## config.mk

```make
export PLATFORM = sky130hd
export DESIGN_NAME = alu_exec_stage
export DESIGN_NICKNAME = d
export VERILOG_FILES = /design/src/rtl/alu_pkg.sv /design/src/rtl/alu_core.sv /design/src/rtl/alu_exec_stage.sv
export SDC_FILE = /design/constraint.sdc
export NUM_CORES = 1
export LEC_CHECK = 0
export ABC_AREA = 1
export BUFFER_PORTS_ARGS = -buffer_cell sky130_fd_sc_hd__buf_4
export CORE_ASPECT_RATIO = 2
export CORE_MARGIN = 2
export CORE_UTILIZATION = 40
export DETAILED_ROUTE_END_ITERATION = 12
export GPL_TIMING_DRIVEN = 0
export SLEW_MARGIN = 20
export SYNTH_ARGS = -nofsm -noshare
export SYNTH_HDL_FRONTEND = slang
export SYNTH_HIERARCHICAL = 1
export SYNTH_SLANG_ARGS = --single-unit
```

## constraint.sdc

```tcl
create_clock -name clk -period 2.9 [get_ports clk]
set_clock_uncertainty 0.05 [all_clocks]
set_input_delay 0.87 -clock clk [delete_from_list [all_inputs] [get_ports clk]]
set_output_delay 0.87 -clock clk [all_outputs]
set_load 0.1 [all_outputs]
```

## src/rtl/alu_pkg.sv

```systemverilog
// Shared definitions for the ALU execute stage: default width, ALU control
// codes and the sequencing FSM states.
package alu_pkg;

    localparam int XLEN_DEFAULT = 32;

    localparam logic [3:0] ALU_AND = 4'b0000;
    localparam logic [3:0] ALU_OR  = 4'b0001;
    localparam logic [3:0] ALU_ADD = 4'b0010;
    localparam logic [3:0] ALU_SUB = 4'b0110;
    localparam logic [3:0] ALU_GTE = 4'b0111;
    localparam logic [3:0] ALU_SLL = 4'b1000;
    localparam logic [3:0] ALU_LTE = 4'b1001;

    typedef enum logic {
        IDLE  = 1'b0,
        SHIFT = 1'b1
    } state_t;

    function automatic logic is_defined_ctl(input logic [3:0] ctl);
        return (ctl == ALU_AND) || (ctl == ALU_OR)  || (ctl == ALU_ADD) ||
               (ctl == ALU_SUB) || (ctl == ALU_GTE) || (ctl == ALU_SLL) ||
               (ctl == ALU_LTE);
    endfunction

endpackage

```

## src/rtl/alu_core.sv

```systemverilog
// Combinational ALU datapath. With ALU_SERIAL_SHIFT_EN defined the barrel
// shifter is omitted and SLL passes operand A through (the shamt==0 result).
module alu_core
    import alu_pkg::*;
#(
    parameter int XLEN = XLEN_DEFAULT
) (
    input  logic [3:0]      alu_ctl,
    input  logic [XLEN-1:0] a,
    input  logic [XLEN-1:0] b,
    output logic [XLEN-1:0] result,
    output logic            illegal
);

    logic ge_signed;
    logic le_signed;

    assign ge_signed = ($signed(a) >= $signed(b));
    assign le_signed = ($signed(a) <= $signed(b));

    always_comb begin
        result  = '0;
        illegal = !is_defined_ctl(alu_ctl);
        case (alu_ctl)
            ALU_ADD: result = a + b;
            ALU_SUB: result = a - b;
            ALU_AND: result = a & b;
            ALU_OR:  result = a | b;
`ifdef ALU_SERIAL_SHIFT_EN
            // Non-zero shift amounts are completed by the stage's serial shifter.
            ALU_SLL: result = a;
`else
            ALU_SLL: result = a << b[4:0];
`endif
            ALU_GTE: result = {{(XLEN-1){1'b0}}, ge_signed};
            ALU_LTE: result = {{(XLEN-1){1'b0}}, le_signed};
            default: result = '0;
        endcase
    end

endmodule

```

## src/rtl/alu_exec_stage.sv

```systemverilog
// ALU execute stage: valid/ready handshake, registered result/flags and the
// IDLE/SHIFT sequencer. ALU_SERIAL_SHIFT_EN selects a 1-bit/cycle SLL.
module alu_exec_stage
    import alu_pkg::*;
#(
    parameter int XLEN = XLEN_DEFAULT
) (
    input  logic            clk,
    input  logic            rst_n,
    input  logic            in_valid,
    output logic            in_ready,
    input  logic [3:0]      alu_ctl,
    input  logic [XLEN-1:0] src_a,
    input  logic [XLEN-1:0] src_b,
    output logic            out_valid,
    input  logic            out_ready,
    output logic [XLEN-1:0] result,
    output logic            zero,
    output logic            illegal,
    output logic            dbg_state
);

    // Handshake: a transfer happens on a rising edge where valid && ready on
    // the same side; valid never depends on ready, and the output payload
    // holds while out_valid && !out_ready.

    state_t          state;
    state_t          next_state;
    logic            accept;
    logic            shift_start;
    logic            shift_done;
    logic [XLEN-1:0] shift_result;
    logic [XLEN-1:0] core_result;
    logic            core_illegal;

    alu_core #(.XLEN(XLEN)) u_core (
        .alu_ctl (alu_ctl),
        .a       (src_a),
        .b       (src_b),
        .result  (core_result),
        .illegal (core_illegal)
    );

    assign accept = in_valid && in_ready;

`ifdef ALU_SERIAL_SHIFT_EN
    logic [XLEN-1:0] shreg;
    logic [4:0]      shcnt;

    assign shift_start  = accept && (alu_ctl == ALU_SLL) && (src_b[4:0] != 5'd0);
    assign shift_done   = (state == SHIFT) && (shcnt == 5'd1);
    assign shift_result = {shreg[XLEN-2:0], 1'b0};

    always_ff @(posedge clk or negedge rst_n) begin
        if (!rst_n) begin
            shreg <= '0;
            shcnt <= '0;
        end else if (shift_start) begin
            shreg <= src_a;
            shcnt <= src_b[4:0];
        end else if (state == SHIFT) begin
            shreg <= shift_result;
            shcnt <= shcnt - 5'd1;
        end
    end
`else
    assign shift_start  = 1'b0;
    assign shift_done   = 1'b0;
    assign shift_result = '0;
`endif

    always_ff @(posedge clk or negedge rst_n) begin
        if (!rst_n) begin
            state <= IDLE;
        end else begin
            state <= next_state;
        end
    end

    always_comb begin
        next_state = state;
        case (state)
            IDLE:    if (shift_start) next_state = SHIFT;
            SHIFT:   if (shift_done)  next_state = IDLE;
            default: next_state = IDLE;
        endcase
    end

    always_comb begin
        in_ready  = (state == IDLE) && (!out_valid || out_ready);
        dbg_state = (state == SHIFT);
    end

    // A serial SLL is only started when the output slot is empty or being
    // drained, so out_valid is always 0 while in SHIFT.
    always_ff @(posedge clk or negedge rst_n) begin
        if (!rst_n) begin
            out_valid <= 1'b0;
            result    <= '0;
            zero      <= 1'b0;
            illegal   <= 1'b0;
        end else if (shift_done) begin
            out_valid <= 1'b1;
            result    <= shift_result;
            zero      <= (shift_result == '0);
            illegal   <= 1'b0;
        end else if (accept && !shift_start) begin
            out_valid <= 1'b1;
            result    <= core_result;
            zero      <= (core_result == '0);
            illegal   <= core_illegal;
        end else if (out_ready) begin
            out_valid <= 1'b0;
        end
    end

endmodule
```

; ---- Word-level counts from Yosys, hierarchy flattened
; Index checks and enable logic that the tools add are counted.
; Widths: inputs -> output; s select.
[word_totals]
ff_bits = 36
inputBits = 72
[classes]
mux = 4
n_lt_le_gt_ge = 2
bitwise = 3
reduce_logical = 14
addsub = 2
eq_ne = 6
shift = 1
[ops]
columns = cell, count
row1 = $pmux 32 s7, 1
row2 = $add 32x32->32, 1
row3 = $and 32x32->32, 1
row4 = $ge 32x32->1, 1
row5 = $le 32x32->1, 1
row6 = $logic_not 32->1, 1
row7 = $or 32x32->32, 1
row8 = $shl 32x5->32, 1
row9 = $sub 32x32->32, 1
row10 = $eq 4x3->1 const B, 2
row11 = $eq 4x4->1 const B, 2
row12 = $logic_or 1x1->1, 7
row13 = $eq 4x1->1 const B, 1
row14 = $eq 4x2->1 const B, 1
row15 = $logic_not 4->1, 1
row16 = $logic_and 1x1->1, 2
row17 = $logic_not 1->1, 2
row18 = $mux 1, 2
row19 = $pmux 1 s2, 1
row20 = $reduce_bool 2->1, 1
row21 = $not 1->1, 1

; ---- Depth between registers and ports, before layout
; Gate-level depths: netlist of run 1.
[logic_depth]
depth_word = 8
mapped_depth = 21
depth_no_buf = 21

; ---- By module
; The synthesis of run 1 kept the hierarchy.
[by_module_without_submodules]
columns = mod, cells_each, seq_area_each_um2, area_per_inst_um2, n_inst
row1 = alu_core, 1422, 0.0, 7258.2, 1
row2 = alu_exec_stage, 175, 875.8, 1570.3, 1

; ---- Worst setup path before layout of run 1
; No wires, ideal clock.
[synth_path]
kind = input port to flip-flop
from = input src_b[3]
to = register zero
setup_slack_ps = -257
stages = 19
t_arrival_ps = 3029
required_time_ps = 2772
path_buffers = 2
path_cell_list = buf_2 > inv_1 > clkbuf_1 > ha_1 > a21oi_1 > o21ai_4 > nand2_1 > nand2_2 > nand2_1 > nand2_2 > nand2_1 > nand3_1 > nand3_1 > nand3b_1 > nor2_1 > nand3_1 > nor2_1 > nand2_1 > o21bai_1
[synth_between]
elab_chain_cells = 3
elab_cells_between_ends = 9
[synth_lines]
columns = item, line
row1 = from (decl), alu_exec_stage.sv:14  ; input logic [XLEN-1:0] src_b,
row2 = "$sub 32x32->32, or another cell as far along", alu_core.sv:26  ; ALU_SUB: result = a - b;
row3 = $pmux 32 s7 (*), alu_core.sv:24  ; case (alu_ctl)
row4 = net core_result[16], alu_exec_stage.sv:33  ; logic [XLEN-1:0] core_result;
row5 = $logic_not 32->1 (*), alu_exec_stage.sv:110  ; zero <= (core_result == '0);
row6 = to (signal assigned), alu_exec_stage.sv:105  ; zero <= (shift_result == '0);
row7 = to (signal assigned), alu_exec_stage.sv:110
row8 = to (decl), alu_exec_stage.sv:18  ; output logic zero,
; Mark *: on every way through the listed nets, which the timed path passes. The rest lies on a longest branch.
; A chain may end at the register's enable or synchronous reset.

; ---- Final worst setup path of run 1
[layout_path]
from = input alu_ctl[1]
to = register zero
[layout_between]
elab_chain_cells = 3
elab_cells_between_ends = 9
[layout_lines]
columns = item, line
row1 = from (decl), alu_exec_stage.sv:12  ; input logic [3:0] alu_ctl,
row2 = "$eq 4x4->1, or another cell as far along", alu_core.sv:24
row3 = $pmux 32 s7 (*), alu_core.sv:24
row4 = net core_result[17], alu_exec_stage.sv:33
row5 = $logic_not 32->1 (*), alu_exec_stage.sv:110
; Marked as above.

==> results_dict.tcl, run 1 <==
set metrics [dict create \
    grt_antenna_before_repair 0 \
    yosysWarnings 6 \
    detail_route.vias_per_cell 5.71 \
    actual_slew_at_the_worst_max_slew_pin_ps 1220 \
    wl_per_cell_microns 23.1 \
    grt_pass1_wl_microns 68600 \
    first_global_vias 11500 \
    placer_congestion_estimate 1.01 \
    worst-endpoint-required_ps 3060 \
    dp_wirelength_microns 38500 \
    finalWirelength_microns 48200 \
    postSynthCellCount 1597 \
    overall_die_height_microns 214 \
    grt-ovfl-total 0 \
    setup_repair_after_global_routing_missed_its_margin "true" \
    post_route_cells_drive_above_1_share_pct 33.8 \
    num_antenna_cells 0 \
    synth.yosys.seq_area_share_pct 9.92 \
    track_usage_pct 40.2 \
    critPathMaxFanout 10 \
    vias 11900 \
    critical_path.startpoint_type "input port" \
    ant_nets 0 \
    critical_path.reg2reg.endpoint "result[8]" \
    ff2ff_path_depth 6 \
    hold_buffers 0 \
    hold_violations 0 \
    failed_checks "setup timing" \
    async_reset_ff_share_pct 100 \
    count_of_flip_flops_with_a_built_in_enable_after_synthesis 0 \
    synth.cell_area_sq_mm 0.00883 \
    drt_pre_antenna_iters 8 \
    clk_latency_ps 290 \
    max_transition_viols_final 0 \
    synth_area_per_cell_sq_um 5.53 \
    cts.path.max_buffers 2 \
    power.ir.vdd_worst_uv 414 \
    numPortBuffers 107 \
    p_leak_nw 6.33 \
    worst_r2r_startpoint "out_valid" \
    synthesis.nets 1769 \
    timing.max_slew.rel_slack_pct 18.7 \
    critical_path.endpoint_type "register" \
    min-delay-path-class "reg -> reg" \
    cp.arrival_ps 3330 \
    final_nets 1982 \
    placement_rows 76 \
    critical_path.endpoint "zero" \
    fin_ws_ps -275 \
    crit_path_start "alu_ctl[1]" \
    share_of_the_cycle_needed_by_the_critical_path_after_routing_pct 109 \
    maxCapViolCount 0 \
    clock-sinks 35 \
    synth_top_cell_by_area "sky130_fd_sc_hd__nand2_1" \
    cts_tree "built" \
    crit_type "in -> reg" \
    setup_viol_count_final 6 \
    cts.reportedPaths.clkPinSlew_ps 60 \
    synth_top_cells_by_area "sky130_fd_sc_hd__nand2_1 21%, sky130_fd_sc_hd__ha_1 14%, sky130_fd_sc_hd__nand3_1 10%, sky130_fd_sc_hd__dfrtp_1 9.9%, sky130_fd_sc_hd__inv_1 8.2%" \
    setup.reg_to_reg.worst_slack_ps 1750 \
    core-area_sq_mm 0.0216 \
    main_flop_type_after_synthesis "sky130_fd_sc_hd__dfrtp_1" \
    synth_largest_type_area_fraction_pct 20.5 \
    finalSetupTns_ps -549 \
    design.die.area_sq_mm 0.0233 \
    detailedRoute.firstIterationViolations 838 \
    max_freq_ghz 0.315 \
    htreeDepth 2 \
    tritoncts.num_buffers 5 \
    yosysUniqueCellTypes 57 \
    root_buffer "sky130_fd_sc_hd__clkbuf_16" \
    route.detailed.drc 0 \
    grt_max_degree 36 \
    powerDensity_mw_per_mm2 321 \
    boundaryPins 109 \
    die_w_microns 109 \
    yosys_register_bits 35 \
    status "finished, violations left" \
    fill_cells 2254 \
    hold-worst-slack_ps 427 \
    final_period_minus_worst_setup_slack_ps 3170 \
    floorplan.initialDensity_pct 40.9 \
    area_growth_syn_to_layout_pct 41.5 \
    power_mw 4.02 \
]
-- per-stage QoR --
stage,cell area [sq um],std cells,worst slack (ps),utilization (%)
finish,12500,2084,-275,57.9
global route,12500,2084,-408,57.9
CTS,11500,2041,-156,53.2
detailed placement,10000,1977,-1280,46.3
global placement,10000,1977,-1280,46.3
floorplan,8860,1597,5.64,-
-- sequential cells by signal, summed over array words and instances (netlist names) --
name / flops
zero: 1
out_valid: 1
illegal: 1
result: 32
-- cell families after synthesis --
family / Yosys count / synth area share (%)
other: 1 / 0.0425
multiplexers: 9 / 1.02
adder cells (fa/ha/maj): 100 / 14.3
buffers and inverters: 273 / 13.2
flip-flops: 35 / 9.92
AND/OR/NAND/NOR: 909 / 43.9
XOR/XNOR: 2 / 0.198
AO/OA/AOI/OAI: 268 / 17.4
-- cells in the mapped netlist (11+ instances only) --
cell type,n
sky130_fd_sc_hd__nand2_1,483
sky130_fd_sc_hd__inv_1,194
sky130_fd_sc_hd__nand3_1,176
sky130_fd_sc_hd__nor2_1,161
sky130_fd_sc_hd__ha_1,98
sky130_fd_sc_hd__a21oi_1,78
sky130_fd_sc_hd__o21ai_1,64
sky130_fd_sc_hd__o21ai_0,57
sky130_fd_sc_hd__dfrtp_1,35
sky130_fd_sc_hd__nand2_2,35
sky130_fd_sc_hd__buf_2,20
sky130_fd_sc_hd__clkbuf_1,19
sky130_fd_sc_hd__nand4_1,18
sky130_fd_sc_hd__o21bai_1,18
sky130_fd_sc_hd__inv_2,17
sky130_fd_sc_hd__nor3_1,16
sky130_fd_sc_hd__o22ai_1,13
sky130_fd_sc_hd__buf_4,11
-- repair_timing --
item | in CTS | in global routing
buffers inserted | 56 | 44
setup endpoints to repair | 25 | 19
pin swaps | 62 | 104
endpoints found under the hold margin | 0 | 0
resized for setup | 243 | 209
-- layout by cell type, fill, tap and decap left out, drive strengths merged, types with 27 or more instances in the layout --
cell	n
nand2	520
buf	245
inv	209
nand3	177
nor2	164
o21ai	123
ha	98
a21oi	88
dfrtp	35
clkbuf	27
-- worst max-delay path, cell delays in order --
cell,delay (ps)
sky130_fd_sc_hd__buf_4,90
sky130_fd_sc_hd__inv_1,70
sky130_fd_sc_hd__nand3_1,280
sky130_fd_sc_hd__clkbuf_1,620
sky130_fd_sc_hd__o21ai_0,180
sky130_fd_sc_hd__a21oi_1,390
sky130_fd_sc_hd__nand4_1,220
sky130_fd_sc_hd__nor2_1,180
sky130_fd_sc_hd__nand3_2,90
sky130_fd_sc_hd__nor2_2,100
sky130_fd_sc_hd__nand2_1,80
sky130_fd_sc_hd__o21bai_1,150
-- layout make-up --
type	count	area, sq um	share of cell area, %
plain buffers	59	513	4.11
clock buffers	6	129	1.03
clock inverters	2	12.5	0.100
inverters	213	851	6.81
multi-input cells	1289	8170	65.4
flip-flops and latches	35	876	7.01
well taps	273	342	2.73
repair buffers	207	1600	12.8
-- worst min path at each step --
stage               startpoint    endpoint  slack [ps]  cells past startpoint
global route         result[2]   result[2]         440                      2
CTS                 result[11]  result[11]         430                      2
finish              result[14]  result[14]         430                      2
global placement     result[7]   result[7]         410                      2
detailed placement  result[11]  result[11]         420                      2
floorplan                rst_n     illegal         520                      0
-- per-layer routing --
metal	global-route usage (%)	vias to the layer above	share of wire, %
met5	0	-	0
met4	39.4	0	13
met3	5.23	252	5.7
met2	68.9	620	48
met1	39.4	5446	33
li1	-	5583	-
-- where the power goes --
group | switching (mW) | total (mW) | internal, mW
clock network | 0.211 | 0.528 | 0.317
logic | 1.98 | 2.91 | 0.931
registers | 0.0330 | 0.579 | 0.546
total | 2.22 | 4.02 | 1.79
No activity file was read; power rests on OpenSTA's default activity.
==> inputs of run 2 (changes only) <==
--- a/config.mk
+++ b/config.mk
@@ -7,9 +7,10 @@
 export LEC_CHECK = 0
 export ABC_AREA = 1
 export BUFFER_PORTS_ARGS = -buffer_cell sky130_fd_sc_hd__buf_4
-export CORE_ASPECT_RATIO = 2
+export CAP_MARGIN = 25
 export CORE_MARGIN = 2
 export CORE_UTILIZATION = 40
+export CTS_BUF_LIST = sky130_fd_sc_hd__clkbuf_4
 export DETAILED_ROUTE_END_ITERATION = 12
 export GPL_TIMING_DRIVEN = 0
 export SLEW_MARGIN = 20
==> run 2 against run 1 <==
  * The run still ends with setup timing left
  * Fmax is 5.3% higher
  * Clock-buffer cell count is 1 lower
  * Combinational power down 3%
  * Power fell by 9.0%
  * Clock power fell by 51%
  * Largest power group unchanged
==> results_dict.tcl, run 2 (synthesized netlist as in run 1, its figures left out) <==
set metrics [dict create \
    status "finished, violations left" \
    failed_checks "setup timing" \
    grt_antenna_before_repair 2 \
    placement_rows 54 \
    layout.cells.non_filler 2076 \
    post_route_cells_drive_above_1_share_pct 32.0 \
    core-area_sq_mm 0.0218 \
    cts.reportedPaths.clkPinSlew_ps 110 \
    drt_pre_antenna_iters 6 \
    grt_max_degree 36 \
    area_growth_syn_to_layout_pct 38.9 \
    setup_viol_count_final 2 \
    grt_pass1_wl_microns 66000 \
    place_worst_setup_slack_ps -1050 \
    grt.met3_usage_pct 2.99 \
    top_usage_layer "met2" \
    detailedRoute.firstIterationViolations 1111 \
    actual_slew_at_the_worst_max_slew_pin_ps 871 \
    power_mw 3.65 \
    track_usage_pct 37.0 \
    layout_common_cells "419 x sky130_fd_sc_hd__nand2_1, 189 x sky130_fd_sc_hd__buf_4, 155 x sky130_fd_sc_hd__inv_1, 146 x sky130_fd_sc_hd__nand3_1, 116 x sky130_fd_sc_hd__nor2_1" \
    fin_ws_ps -116 \
    setup.reg_to_reg.worst_slack_ps 1790 \
    numPortBuffers 107 \
    cts.path.max_buffers 2 \
    ant_nets 0 \
    power.ir.vdd_worst_uv 152 \
    worst-endpoint-required_ps 3130 \
    critical_path.endpoint "zero" \
    hold-worst-slack_ps 397 \
    min-delay-path-class "in -> async" \
    p_leak_nw 6.16 \
    floorplan.initialDensity_pct 40.6 \
    register_ranked_first_by_flip_flop_count "result" \
    clk_latency_ps 350 \
    critical_path.endpoint_type "register" \
    timing.max_slew.rel_slack_pct 41.9 \
    dp_wirelength_microns 36100 \
    global_route.usage.met2_pct 61.2 \
    dpl-instance-area_sq_mm 0.0100 \
    tritoncts.num_buffers 5 \
    crit_type "in -> reg" \
    clock-sinks 35 \
    grt-ovfl-total 0 \
    first_global_vias 10900 \
    design.die.area_sq_mm 0.0233 \
    cp.arrival_ps 3250 \
    fill_cells 2253 \
    cts_tree "built" \
    largest_reg_flops 32 \
    final_nets 1966 \
    detail_route.vias_per_cell 5.70 \
    finalSetupTns_ps -183 \
    worst_r2r_startpoint "out_valid" \
    overall_die_height_microns 153 \
    root_buffer "sky130_fd_sc_hd__clkbuf_4" \
    boundaryPins 109 \
    max_transition_viols_final 0 \
    utilization_pct 56.4 \
    route.detailed.drc 0 \
    htreeDepth 2 \
    hold_violations 0 \
    final_period_minus_worst_setup_slack_ps 3020 \
    die_w_microns 153 \
    maxCapViolCount 0 \
    placer_congestion_estimate 1.03 \
    vias 11800 \
    powerDensity_mw_per_mm2 298 \
    ff2ff_path_depth 5 \
    critical_path.startpoint_type "input port" \
    critPathMaxFanout 10 \
    max_freq_ghz 0.332 \
    wl_per_cell_microns 21.4 \
    setup_repair_after_global_routing_missed_its_margin "true" \
    critical_path.reg2reg.endpoint "result[11]" \
    grt.met1_usage_pct 49.6 \
    mostFrequentLayoutCell "sky130_fd_sc_hd__nand2_1" \
    finalWirelength_microns 44500 \
    share_of_the_cycle_needed_by_the_critical_path_after_routing_pct 104 \
    stdcell_area_sq_mm 0.0123 \
    place.detailed.instances 1984 \
    crit_path_start "src_b[0]" \
]
-- run 2: layer usage --
| layer | share of wire (%) | wire, microns |
|---|---|---|
| met1 | 41 | 18400 |
| met3 | 8.2 | 3630 |
| met5 | 0 | 0 |
| met2 | 45 | 19900 |
| met4 | 5.7 | 2540 |
-- run 2: how the worst min path moves through the flow --
stage | startpoint | endpoint
final | rst_n | result[15]
after global routing | rst_n | result[15]
after CTS | rst_n | result[15]
after detailed placement | result[9] | result[9]
after global placement | result[4] | result[4]
after floorplan | rst_n | illegal
-- run 2: critical path: stages --
cell	delay (ps)
sky130_fd_sc_hd__buf_6	110
sky130_fd_sc_hd__buf_6	140
sky130_fd_sc_hd__buf_6	150
sky130_fd_sc_hd__o21ai_1	310
sky130_fd_sc_hd__mux2i_1	160
sky130_fd_sc_hd__nand2_1	110
sky130_fd_sc_hd__nand3_1	100
sky130_fd_sc_hd__nand2_1	150
sky130_fd_sc_hd__o21bai_1	70
sky130_fd_sc_hd__nor2_1	290
sky130_fd_sc_hd__nand3_2	240
sky130_fd_sc_hd__inv_2	120
sky130_fd_sc_hd__nand3_2	70
sky130_fd_sc_hd__nor2_1	120
sky130_fd_sc_hd__nand2_1	90
sky130_fd_sc_hd__o21bai_1	130
-- run 2: area by class of cell --
cell class / instances / area, sq um / area share, %
clock inverters: 3 / 15.0 / 0.122
diodes: 1 / 2.50 / 0.0204
inverters: 213 / 855 / 6.97
flip-flops and latches: 35 / 876 / 7.14
multi-input cells: 1289 / 8140 / 66.4
repair buffers: 193 / 1490 / 12.2
clock buffers: 5 / 37.5 / 0.306
plain buffers: 57 / 494 / 4.03
well taps: 280 / 350 / 2.86
-- run 2: report_power, final --
part	switching (mW)	total, mW	internal [mW]
Clock	0.168	0.257	0.0888
Sequential	0.0312	0.576	0.545
Combinational	1.92	2.82	0.902
Total	2.12	3.65	1.54
-- run 2: timing repair --
action / in CTS / in global routing
resized for setup: 300 / 120
hold buffers: 0 / 0
pin swaps: 83 / 62
buffers inserted: 64 / 20
cloned: 2 / 0
endpoints found under the setup margin: 23 / 5
